### src/rtl/key_filter_multi.sv
// key_filter_multi: multi-channel push-button debouncer.
// Each channel synchronises its raw pin, accepts a level change only after
// DEB_CYCLES consecutive differing samples, and emits registered one-cycle
// press, release and long-press pulses alongside the debounced level.
module key_filter_multi #(
  parameter int N_KEYS      = 4,
  parameter int DEB_CYCLES  = 1_000_000,
  parameter int LONG_CYCLES = 50_000_000,
  parameter bit ACTIVE_LOW  = 1'b1
) (
  input  logic              clk,
  input  logic              rst,
  input  logic [N_KEYS-1:0] key,
  output logic [N_KEYS-1:0] key_stable,
  output logic [N_KEYS-1:0] key_press,
  output logic [N_KEYS-1:0] key_release,
  output logic [N_KEYS-1:0] key_long
);

  localparam int DW = $clog2(DEB_CYCLES);
  localparam int HW = $clog2(LONG_CYCLES + 1);

  // Last value of each counter before it acts.
  localparam logic [DW-1:0] DEB_LAST  = DW'(DEB_CYCLES - 1);
  localparam logic [HW-1:0] HOLD_LAST = HW'(LONG_CYCLES - 1);

  // Pin level of a released key; the synchronisers start here so reset
  // never looks like a press.
  localparam logic [N_KEYS-1:0] IDLE_PINS = {N_KEYS{ACTIVE_LOW}};

  logic [N_KEYS-1:0] sync1_q, sync1_d;
  logic [N_KEYS-1:0] sync2_q, sync2_d;
  logic [N_KEYS-1:0] state_q, state_d;
  logic [N_KEYS-1:0] long_done_q, long_done_d;
  logic [N_KEYS-1:0] press_q, press_d;
  logic [N_KEYS-1:0] release_q, release_d;
  logic [N_KEYS-1:0] long_q, long_d;
  logic [DW-1:0]     deb_cnt_q  [N_KEYS];
  logic [DW-1:0]     deb_cnt_d  [N_KEYS];
  logic [HW-1:0]     hold_cnt_q [N_KEYS];
  logic [HW-1:0]     hold_cnt_d [N_KEYS];

  logic [N_KEYS-1:0] sample;   // normalised: 1 = pressed
  logic [N_KEYS-1:0] differ;   // sample disagrees with accepted level
  logic [N_KEYS-1:0] accept;   // this edge completes a full differing run

  assign sample = sync2_q ^ IDLE_PINS;
  assign differ = sample ^ state_q;

  // Flag channels whose differing run reaches DEB_CYCLES on this edge.
  always_comb begin
    // NOTE: every combinational output gets a default before any branch so no latch is inferred.
    accept = '0;
    for (int i = 0; i < N_KEYS; i++) begin
      accept[i] = differ[i] && (deb_cnt_q[i] == DEB_LAST);
    end
  end

  // Next-state logic: synchroniser shift, debounce run, hold timer, pulses.
  always_comb begin
    sync1_d     = key;
    sync2_d     = sync1_q;
    state_d     = state_q;
    long_done_d = long_done_q;
    press_d     = '0;
    release_d   = '0;
    long_d      = '0;
    for (int i = 0; i < N_KEYS; i++) begin
      deb_cnt_d[i]  = deb_cnt_q[i];
      hold_cnt_d[i] = hold_cnt_q[i];

      if (!differ[i]) begin
        // One agreeing sample cancels the whole run.
        deb_cnt_d[i] = '0;
      end else if (!accept[i]) begin
        deb_cnt_d[i] = deb_cnt_q[i] + 1'b1;
      end

      if (accept[i]) begin
        // Acceptance in either direction restarts the hold timer; a release
        // landing on the long-press edge wins, so pulses never overlap.
        state_d[i]     = sample[i];
        deb_cnt_d[i]   = '0;
        press_d[i]     = sample[i];
        release_d[i]   = ~sample[i];
        hold_cnt_d[i]  = '0;
        long_done_d[i] = 1'b0;
      end else if (state_q[i] && !long_done_q[i]) begin
        // Count held cycles; freeze after the single long pulse.
        hold_cnt_d[i] = hold_cnt_q[i] + 1'b1;
        if (hold_cnt_q[i] == HOLD_LAST) begin
          long_d[i]      = 1'b1;
          long_done_d[i] = 1'b1;
        end
      end
    end
  end

  // State registers with synchronous active-high reset.
  always_ff @(posedge clk) begin
    if (rst) begin
      // NOTE: sequential state uses non-blocking assignments so every flop samples pre-edge values.
      sync1_q     <= IDLE_PINS;
      sync2_q     <= IDLE_PINS;
      state_q     <= '0;
      long_done_q <= '0;
      press_q     <= '0;
      release_q   <= '0;
      long_q      <= '0;
      // NOTE: the counter arrays are real per-channel registers, not RAM, so they are reset explicitly.
      for (int i = 0; i < N_KEYS; i++) begin
        deb_cnt_q[i]  <= '0;
        hold_cnt_q[i] <= '0;
      end
    end else begin
      sync1_q     <= sync1_d;
      sync2_q     <= sync2_d;
      state_q     <= state_d;
      long_done_q <= long_done_d;
      press_q     <= press_d;
      release_q   <= release_d;
      long_q      <= long_d;
      for (int i = 0; i < N_KEYS; i++) begin
        deb_cnt_q[i]  <= deb_cnt_d[i];
        hold_cnt_q[i] <= hold_cnt_d[i];
      end
    end
  end

  assign key_stable  = state_q;
  assign key_press   = press_q;
  assign key_release = release_q;
  assign key_long    = long_q;

endmodule
### config.mk
export PLATFORM = sky130hd
export DESIGN_NAME = key_filter_multi
export DESIGN_NICKNAME = d
export VERILOG_FILES = /design/src/rtl/key_filter_multi.sv
export SDC_FILE = /design/constraint.sdc
export NUM_CORES = 1
export LEC_CHECK = 0
export BUFFER_PORTS_ARGS = -buffer_cell sky130_fd_sc_hd__buf_2
export CELL_PAD_IN_SITES_DETAIL_PLACEMENT = 0
export CELL_PAD_IN_SITES_GLOBAL_PLACEMENT = 2
export CORE_AREA = 2 2 160 162
export DETAILED_ROUTE_END_ITERATION = 16
export DIE_AREA = 0 0 162 164
export HOLD_SLACK_MARGIN = 0.15
export PLACE_DENSITY_LB_ADDON = 0.1
export SKIP_LAST_GASP = 1
export SYNTH_ARGS = -nofsm -noshare
export SYNTH_HDL_FRONTEND = slang
export SYNTH_SLANG_ARGS = --single-unit
### constraint.sdc
create_clock -name clk -period 2.3 [get_ports clk]
set_input_delay 0 -clock clk [delete_from_list [all_inputs] [get_ports clk]]
set_output_delay 0 -clock clk [all_outputs]
set_load 0.02 [all_outputs]
==> flow_metrics.env, run 1 <==
export IMPL_ir_worst_vdd_uv=467
export IMPL_h_tree_depth=1
export IMPL_cts_tree="done"
export IMPL_synth_cell_types=46
export IMPL_syn_area_sq_mm=0.00950
export IMPL_rsz0062_at_grt="false"
export IMPL_io_pins=22
export IMPL_syn_inst=1094
export IMPL_path_class="flop to flop"
export IMPL_worstSkewPairLatency_ns=0.51
export IMPL_synthesis_nets=1108
export IMPL_synth_seq_area_share_pct=44.7
export IMPL_max_freq_mhz=470
export IMPL_yosysWarningCount=0
export IMPL_min_period_over_period_pct=92.4
export IMPL_grt_pass1_wl_mm=34.1
export IMPL_gp_congestion=0.716
export IMPL_wl_per_cell_microns=13.5
export IMPL_holdPathStages=3
export IMPL_antenna_found_initial=0
export IMPL_num_nets_final=1146
export IMPL_relSlewSlack_pct=58.8
export IMPL_cp_start_kind="flop"
export IMPL_maxCapViolations=0
export IMPL_period_needed_ns=2.13
export IMPL_crit_path_end_kind="flop"
export IMPL_post_dp_hpwl_mm=13.3
export IMPL_post_cts_buffers=0
export IMPL_setup_viol=0
export IMPL_synth_top_area_share_pct=44.7
export IMPL_syn_mean_instance_area_sq_um=8.68
export IMPL_chipWidth_microns=162
export IMPL_tightest_slew_ns=0.612
export IMPL_antenna_cells=0
export IMPL_fillerInstances=2514
export IMPL_final_max_slew_viol_count=0
export IMPL_initial_core_util_pct=38.3
export IMPL_post_place_cells=1426
export IMPL_syn_to_final_growth_pct=15.2
export IMPL_antenna_left=0
export IMPL_leakagePower_nw=3.35
export IMPL_fin_worst_skew_ns=0.0120
export IMPL_ys_seq_elements=212
export IMPL_grt_max_degree=29
export IMPL_crit_required_ns=2.71
export IMPL_layout_drive_gt1_share_pct=9.93
export IMPL_root_buffer="clkbuf_16"
export IMPL_crit_path_max_fanout=28
export IMPL_vias=7686
export IMPL_num_rows=58
export IMPL_cts_buffer_depth=3
export IMPL_drc=0
export IMPL_grt_use_total_pct=15.1
export IMPL_vias_per_cell=5.20
export IMPL_overflow=0
export IMPL_clk_pin_slew_ns=0.06
export IMPL_wl_mm=19.9
export IMPL_outcome="completed"
export IMPL_synth_top_cell_by_area="dfxtp_1"
export IMPL_first_iter_violations=369
export IMPL_synthTopCellsByArea="dfxtp_1, xnor2_1, nor2_1"
export IMPL_die_area_sq_mm=0.0266
export IMPL_dr_pass1_iters=4
export IMPL_p_per_area_mw_per_mm2=708
export IMPL_portBuffers=21
export IMPL_cp_arrival_ns=2.53
export IMPL_setup_tns_ns=0
export IMPL_reg2reg_depth=6
export IMPL_finalHoldViolCount=0
export IMPL_core_sq_mm=0.0248
export IMPL_grt_pass1_vias=7034
export IMPL_fin_cells=1478
export IMPL_numCtsBuffers=25
export IMPL_hp_class="input port to flop"
export IMPL_die_h_microns=164
export IMPL_cts_sinks=212
flip-flops by register name (all words and copies together) (netlist names):
signal,count
sync2_q,4
long_done_q,4
key_release,4
key_long,4
key_press,4
deb_cnt_q,80
sync1_q,4
hold_cnt_q,104
key_stable,4
power breakdown:
group          total (mW)  switching [mW]  internal, mW
registers            3.69         0.00621          3.68
logic               0.102          0.0618        0.0399
clock network        3.96            1.53          2.43
logic make-up (layout without fill, tap and decap cells):
logic type / Yosys count / in the layout / share of synthesized area [%]
compound gates: 160 / 160 / 10.2
buf+inv: 70 / 124 / 3.21
xor+xnor: 106 / 106 / 9.77
mux: 4 / 4 / 0.421
simple gates: 534 / 534 / 30.7
flops: 212 / 212 / 44.7
fa+ha+maj: 8 / 8 / 1.05
layout make-up:
type / instances / area [sq um] / share of cell area, %
clock inverters: 7 / 85.1 / 0.778
clock buffers: 36 / 737 / 6.74
multi-input cells: 812 / 4950 / 45.3
flip-flops and latches: 212 / 4240 / 38.8
inverters: 28 / 105 / 0.961
well taps: 330 / 413 / 3.77
repair buffers: 53 / 405 / 3.71
metal layers:
metal | vias up | routed length [microns] | share of wire (%) | global-route usage (%)
li1 | 4067 | - | - | -
met1 | 3539 | 10200 | 51 | 21.0
met2 | 52 | 8760 | 44 | 24.4
met3 | 28 | 562 | 2.8 | 2.22
met4 | 0 | 365 | 1.8 | 4.02
met5 | - | 0 | 0 | 0
path summary, 6_finish.rpt:
kind / slack [ns] / endpoint / start
max: 0.17 / long_done_q[3]$_SDFFE_PP0P_ / deb_cnt_q[3][0]$_SDFF_PP0_
max reg2reg: 0.17 / long_done_q[3]$_SDFFE_PP0P_ / deb_cnt_q[3][0]$_SDFF_PP0_
min: 0.37 / key_stable[3]$_SDFFE_PP0P_ / rst
min reg2reg: 0.40 / sync2_q[0]$_SDFF_PP1_ / sync1_q[0]$_SDFF_PP1_
cell usage after synthesis (all sizes together):
cell type	count
nor4b	3
xnor2	70
and2	7
nor4bb	2
or2	9
or4	44
xor2	36
buf	18
nand3	60
o21ba	2
nand4b	2
dfxtp	212
a31o	5
nand3b	3
nor2b	6
o31a	1
and4b	7
nor3	22
o21ai	35
ha	8
a21bo	3
mux2i	4
or3	39
nand2	71
nor4	36
a21oi	76
clkbuf	24
o31ai	34
and4	19
or3b	3
a311oi	4
inv	28
nand4	55
nand2b	1
and3	12
nor2	133
worst max-delay path, cell delays in order (launching register included):
cell and delay, ns:
dfxtp_1 0.36, ha_1 0.24, nand2_1 0.11, or4_1 0.60, o31ai_4 0.31, buf_12 0.21, o21ba_2 0.18
layout by cell type, fill, tap and decap left out, types with 6 or more instances in the layout:
cell type and n:
and2_1 7, nand2_1 71, dlygate4sd3_1 9, ha_1 8
and4b_1 6, or4_1 43, nor3_1 22, nor2b_1 6
inv_1 28, buf_4 20, a21oi_1 75, xor2_1 36
nor4_1 34, and3_1 12, xnor2_1 70, nand3_1 60
or3_1 38, o31ai_1 33, o21ai_0 34, or2_2 9
clkbuf_8 7, clkbuf_16 25, buf_2 21, nor2_1 133
dfxtp_1 212, nand4_1 55, and4_1 19
through the flow:
| stage | instance area, sq um | utilization, % | power (mW) | hold WS, ns | setup WS (ns) |
|---|---|---|---|---|---|
| 6_report | 10900 | 44.1 | 7.74 | 0.368 | 0.174 |
| 5_1_grt | 10900 | 44.1 | 8.06 | 0.402 | 0.0583 |
| 4_1_cts | 10900 | 44.1 | 7.88 | 0.368 | 0.170 |
| 3_5_place_dp | 10000 | 40.4 | 3.86 | 0.186 | 0.190 |
| 3_3_place_gp | 10000 | 40.4 | 3.86 | 0.183 | 0.212 |
| 2_1_floorplan | 9500 | - | 3.83 | 0.104 | 0.264 |
what timing repair did:
action | CTS | global route
hold buffers | 9 | 0
hold endpoints to repair | 17 | 0
gates resized for setup | 0 | 0
setup endpoints to repair | 0 | 0
No activity file was read; power rests on OpenSTA's default activity.
==> run 2: changes to the inputs <==
==> constraint.sdc (replaced) <==
create_clock -name clk -period 2.25 [get_ports clk]
set_input_delay 0 -clock clk [delete_from_list [all_inputs] [get_ports clk]]
set_output_delay 0 -clock clk [all_outputs]
set_load 0.02 [all_outputs]
==> run 2 against run 1 <==
Compared with the run above:
- worst setup slack improved by 0.029 ns
- die area is the same
- worst hold slack gained 0.039 ns
- register-to-register slack better by 0.03 ns
- global-route usage rose by 0.12 points
- critical path type unchanged
- critical endpoint is now hold_cnt_q[1][25]$_SDFFE_PP0N_
==> flow_metrics.env, run 2 (synthesis gave the netlist of run 1 again) <==
export IMPL_min_to="sync2_q[2]$_SDFF_PP1_"
export IMPL_antenna_found_initial=0
export IMPL_antenna_left=0
export IMPL_crit_required_ns=2.70
export IMPL_reg2reg_depth=4
export IMPL_path_class="flop to flop"
export IMPL_post_cts_buffers=0
export IMPL_tightest_slew_ns=0.557
export IMPL_overflow=0
export IMPL_portBuffers=21
export IMPL_vias_per_cell=5.18
export IMPL_hp_class="flop to flop"
export IMPL_design_area_sq_mm=0.0110
export IMPL_period_needed_ns=2.05
export IMPL_r2r_setup_slack_ns=0.20
export IMPL_h_tree_depth=1
export IMPL_io_pins=22
export IMPL_numCtsBuffers=25
export IMPL_grt_pass1_vias=7177
export IMPL_outcome="completed"
export IMPL_post_place_cells=1441
export IMPL_post_dp_hpwl_mm=13.4
export IMPL_finalHoldViolCount=0
export IMPL_rsz0062_at_grt="false"
export IMPL_relSlewSlack_pct=62.5
export IMPL_cts_sinks=212
export IMPL_hp_start="sync1_q[2]$_SDFF_PP1_"
export IMPL_wl_mm=20.1
export IMPL_num_rows=58
export IMPL_vias=7738
export IMPL_antenna_cells=0
export IMPL_layout_drive_gt1_share_pct=11.1
export IMPL_cts_tree="done"
export IMPL_setup_viol=0
export IMPL_p_total_mw=7.71
export IMPL_fillerInstances=2534
export IMPL_largest_register_ffs=104
export IMPL_syn_to_final_growth_pct=16.0
export IMPL_final_common_cell="dfxtp_1"
export IMPL_grt_pass1_wl_mm=34.4
export IMPL_worstSkewPairLatency_ns=0.51
export IMPL_chipWidth_microns=162
export IMPL_cp_start_kind="flop"
export IMPL_r2r_end="hold_cnt_q[1][25]$_SDFFE_PP0N_"
export IMPL_dr_pass1_iters=4
export IMPL_leakagePower_nw=3.41
export IMPL_min_period_over_period_pct=91.0
export IMPL_cts_buffer_depth=3
export IMPL_num_nets_final=1161
export IMPL_max_freq_mhz=488
export IMPL_placed_cell_area_sq_mm=0.0102
export IMPL_root_buffer="clkbuf_16"
export IMPL_drc=0
export IMPL_setup_ws_ns=0.203
export IMPL_wl_per_cell_microns=13.5
export IMPL_initial_core_util_pct=38.3
export IMPL_fin_cells=1495
export IMPL_die_h_microns=164
export IMPL_clk_pin_slew_ns=0.06
export IMPL_core_sq_mm=0.0248
export IMPL_cp_arrival_ns=2.50
export IMPL_final_max_slew_viol_count=0
export IMPL_grt_max_degree=29
export IMPL_dp_worst_setup_slack_ns=0.213
export IMPL_holdPathStages=1
export IMPL_fin_worst_skew_ns=0.00618
export IMPL_crit_path_max_fanout=14
export IMPL_first_iter_violations=354
export IMPL_reg_top3="hold_cnt_q (104), deb_cnt_q (80)"
export IMPL_maxCapViolations=0
export IMPL_gp_congestion=0.732
export IMPL_regMostFlops="hold_cnt_q"
export IMPL_p_per_area_mw_per_mm2=699
export IMPL_ir_worst_vdd_uv=470
export IMPL_crit_path_end_kind="flop"
export IMPL_final_cell_mix="dfxtp_1, nor2_1, a21oi_1, nand2_1, xnor2_1"
export IMPL_grt_use_total_pct=15.2
export IMPL_die_area_sq_mm=0.0266
export IMPL_setup_tns_ns=0
export IMPL_reg2reg_from="hold_cnt_q[1][7]$_SDFFE_PP0N_"
-- run 2: layer usage --
metal / GRT usage, % / vias up / wire length [microns]
met2: 25.0 / 77 / 8980
met5: 0 / - / 0
met4: 3.66 / 0 / 381
li1: - / 4075 / -
met1: 20.8 / 3560 / 10100
met3: 2.47 / 26 / 640
-- run 2: area by class of cell --
type	count	area [sq um]	share of cell area (%)
Sequential cell	212	4240	38.5
Inverter	28	105	0.953
Multi-Input combinational cell	812	4950	44.9
Clock buffer	38	744	6.75
Tap cell	330	413	3.75
Clock inverter	7	35.0	0.318
Timing Repair Buffer	68	531	4.81
-- run 2: worst max path at each step --
stage | start | endpoint | slack (ns) | depth (start not counted)
5_1_grt | hold_cnt_q[1][7]$_SDFFE_PP0N_ | hold_cnt_q[1][25]$_SDFFE_PP0N_ | 0.04 | 4
3_3_place_gp | hold_cnt_q[1][7]$_SDFFE_PP0N_ | hold_cnt_q[1][25]$_SDFFE_PP0N_ | 0.21 | 4
6_report | hold_cnt_q[1][7]$_SDFFE_PP0N_ | hold_cnt_q[1][25]$_SDFFE_PP0N_ | 0.20 | 4
2_1_floorplan | key_stable[3]$_SDFFE_PP0P_ | hold_cnt_q[3][25]$_SDFFE_PP0N_ | 0.21 | 5
4_1_cts | hold_cnt_q[1][7]$_SDFFE_PP0N_ | hold_cnt_q[1][25]$_SDFFE_PP0N_ | 0.20 | 4
3_5_place_dp | hold_cnt_q[1][7]$_SDFFE_PP0N_ | hold_cnt_q[1][25]$_SDFFE_PP0N_ | 0.21 | 4
-- run 2: timing repair --
action                                 in CTS  in global routing
hold buffers                                9                  0
gates resized for setup                     0                  0
endpoints found under the hold margin      44                  0
-- run 2: metrics by stage --
stage / hold slack [ns] / utilization (%)
5_1_grt: 0.421 / 44.4
3_3_place_gp: 0.182 / 40.9
2_1_floorplan: 0.104 / -
3_5_place_dp: 0.186 / 40.9
4_1_cts: 0.410 / 44.4
6_report: 0.407 / 44.4
-- run 2: where the power goes --
group / total (mW) / switching, mW / internal, mW
Combinational: 0.107 / 0.0638 / 0.0432
Clock: 3.83 / 1.57 / 2.26
Sequential: 3.77 / 0.00637 / 3.76
Total: 7.71 / 1.64 / 6.07
-- run 2: worst max-delay path, cell delays in order (launching register included) --
cell and delay [ns]:
dfxtp_1 0.45, nand4_1 0.13, or4_1 0.74, or4_1 0.53, a21oi_1 0.14
==> run 3: changes to the inputs <==
--- a/config.mk
+++ b/config.mk
@@ -5,7 +5,7 @@
 export SDC_FILE = /design/constraint.sdc
 export NUM_CORES = 1
 export LEC_CHECK = 0
-export BUFFER_PORTS_ARGS = -buffer_cell sky130_fd_sc_hd__buf_2
+export BUFFER_PORTS_ARGS = -buffer_cell sky130_fd_sc_hd__buf_4
 export CELL_PAD_IN_SITES_DETAIL_PLACEMENT = 0
 export CELL_PAD_IN_SITES_GLOBAL_PLACEMENT = 2
 export CORE_AREA = 2 2 160 162
==> run 3 against run 2 <==
Compared with the run above:
- non-clock buffer count is 7 lower
- cell count is 0.33% lower
- utilization is 0.21 points higher
- sequential cell count stayed put
- fmax is 0.30% lower
- worst hold slack hardly changed
- sequential share of layout area is 0.18 points lower
- final area is 0.48% higher
- sequential power hardly changed
- total power is 1.9% higher
- via count is 0.31% higher
- wire length is 2.0% lower
- largest power group unchanged
==> flow_metrics.env, run 3 (synthesis gave the netlist of run 1 again) <==
export IMPL_outcome="completed"
export IMPL_grt_pass1_vias=7154
export IMPL_intPower_mw=6.27
export IMPL_num_rows=58
export IMPL_dp_worst_setup_slack_ns=0.182
export IMPL_grt_max_degree=29
export IMPL_fin_worst_skew_ns=0.00923
export IMPL_wl_per_cell_microns=13.2
export IMPL_syn_to_final_growth_pct=16.6
export IMPL_final_cell_mix="dfxtp_1, nor2_1, a21oi_1, nand2_1, xnor2_1"
export IMPL_core_sq_mm=0.0248
export IMPL_h_tree_depth=1
export IMPL_post_place_cells=1434
export IMPL_num_nets_final=1155
export IMPL_register_area_sq_mm=0.00424
export IMPL_finalHoldViolCount=0
export IMPL_ir_worst_vdd_uv=503
export IMPL_antenna_found_initial=0
export IMPL_die_h_microns=164
export IMPL_crit_required_ns=2.70
export IMPL_root_buffer="clkbuf_16"
export IMPL_clk_pin_slew_ns=0.05
export IMPL_reg_top3="hold_cnt_q (104), deb_cnt_q (80)"
export IMPL_largest_register_ffs=104
export IMPL_leakagePower_nw=3.39
export IMPL_post_dp_hpwl_mm=13.3
export IMPL_multi_input_area_sq_mm=0.00495
export IMPL_grt_use_total_pct=15.1
export IMPL_regMostFlops="hold_cnt_q"
export IMPL_cts_tree="done"
export IMPL_period_needed_ns=2.05
export IMPL_hp_class="flop to flop"
export IMPL_final_max_slew_viol_count=0
export IMPL_grt_pass1_wl_mm=34.4
export IMPL_p_per_area_mw_per_mm2=709
export IMPL_cp_start_kind="flop"
export IMPL_rsz0062_at_grt="false"
export IMPL_comb_power_share_pct=1.4
export IMPL_final_common_cell="dfxtp_1"
export IMPL_vias=7762
export IMPL_max_freq_mhz=487
export IMPL_switchingPower_mw=1.59
export IMPL_top_layer_used="met4"
export IMPL_design_area_sq_mm=0.0111
export IMPL_drc=0
export IMPL_antenna_cells=0
export IMPL_wl_mm=19.7
export IMPL_first_iter_violations=340
export IMPL_setup_viol=0
export IMPL_switching_share_pct=20.2
export IMPL_dr_pass1_iters=4
export IMPL_path_class="flop to flop"
export IMPL_die_area_sq_mm=0.0266
export IMPL_vias_per_cell=5.21
export IMPL_fillerInstances=2526
export IMPL_portBuffers=21
export IMPL_cts_sinks=212
export IMPL_met1_length_mm=9.87
export IMPL_wl_met2_mm=8.91
export IMPL_wl_met3_microns=570
export IMPL_crit_path_max_fanout=14
export IMPL_io_pins=22
export IMPL_maxCapViolations=0
export IMPL_setup_tns_ns=0
export IMPL_layout_drive_gt1_share_pct=10.3
export IMPL_min_period_over_period_pct=91.3
export IMPL_setup_ws_ns=0.196
export IMPL_seqPwrFrac_pct=48.0
export IMPL_worstSkewPairLatency_ns=0.52
export IMPL_p_clk_share_pct=50.6
export IMPL_initial_core_util_pct=38.3
export IMPL_post_cts_buffers=0
export IMPL_overflow=0
export IMPL_gp_congestion=0.740
export IMPL_final_util_pct=44.6
export IMPL_fin_cells=1490
export IMPL_cts_buffer_depth=3
export IMPL_antenna_left=0
export IMPL_placed_cell_area_sq_mm=0.0102
export IMPL_chipWidth_microns=162
export IMPL_relSlewSlack_pct=62.9
export IMPL_cp_arrival_ns=2.51
export IMPL_tightest_slew_ns=0.551
export IMPL_numCtsBuffers=26
export IMPL_crit_path_end_kind="flop"
run 3: cell types whose count changed in the layout (fill, tap and decap cells not counted), sizes merged:
cell / previous run / this run
buf: 59 / 52
clkinv: 7 / 1
clkbuf: 38 / 46
run 3: power groups by stage:
| stage | clock network (mW) | registers [mW] | logic, mW |
|---|---|---|---|
| floorplan | 0 | 3.85 | 0.0635 |
| global placement | 0 | 3.85 | 0.100 |
| detailed placement | 0 | 3.85 | 0.0997 |
| CTS | 4.13 | 3.77 | 0.112 |
| global route | 4.29 | 3.77 | 0.120 |
| finish | 3.98 | 3.77 | 0.108 |
run 3: per-layer routing:
layer  global-route usage (%)  vias up
met5                        0        -
li1                         -     4084
met2                     24.5       68
met1                     20.9     3578
met4                     3.70        0
met3                     2.60       32
run 3: final timing paths:
path | start | to | slack [ns] | depth (start not counted)
worst max register to register | long_done_q[0]$_SDFFE_PP0P_ | hold_cnt_q[0][25]$_SDFFE_PP0N_ | 0.20 | 4
worst min register to register | sync1_q[3]$_SDFF_PP1_ | sync2_q[3]$_SDFF_PP1_ | 0.41 | 1
worst max-delay path | long_done_q[0]$_SDFFE_PP0P_ | hold_cnt_q[0][25]$_SDFFE_PP0N_ | 0.20 | 4
worst min-delay path | sync1_q[3]$_SDFF_PP1_ | sync2_q[3]$_SDFF_PP1_ | 0.41 | 1
run 3: worst max-delay path, cell delays in order, from the launching register on:
cell,delay (ns)
dfxtp_1,0.32
nand3b_2,0.26
or4_1,0.74
or4_1,0.52
a21oi_1,0.14
run 3: final cells by class:
type,instances,area share (%)
inverter,28,0.949
sequential,212,38.3
tap,330,3.73
timing repair buffer,61,4.79
clock inverter,1,0.0452
clock buffer,46,7.47
multi-input combinational,812,44.7
run 3: through the flow:
stage | hold slack, ns | total power [mW]
floorplan | 0.104 | 3.91
global placement | 0.184 | 3.95
detailed placement | 0.188 | 3.95
CTS | 0.393 | 8.01
global route | 0.423 | 8.18
finish | 0.406 | 7.86
run 3: what timing repair did:
action / 4_1_cts / 5_1_grt
hold endpoints to repair: 23 / 0
setup endpoints to repair: 0 / 0
hold buffers: 9 / 0
resized for setup: 0 / 0
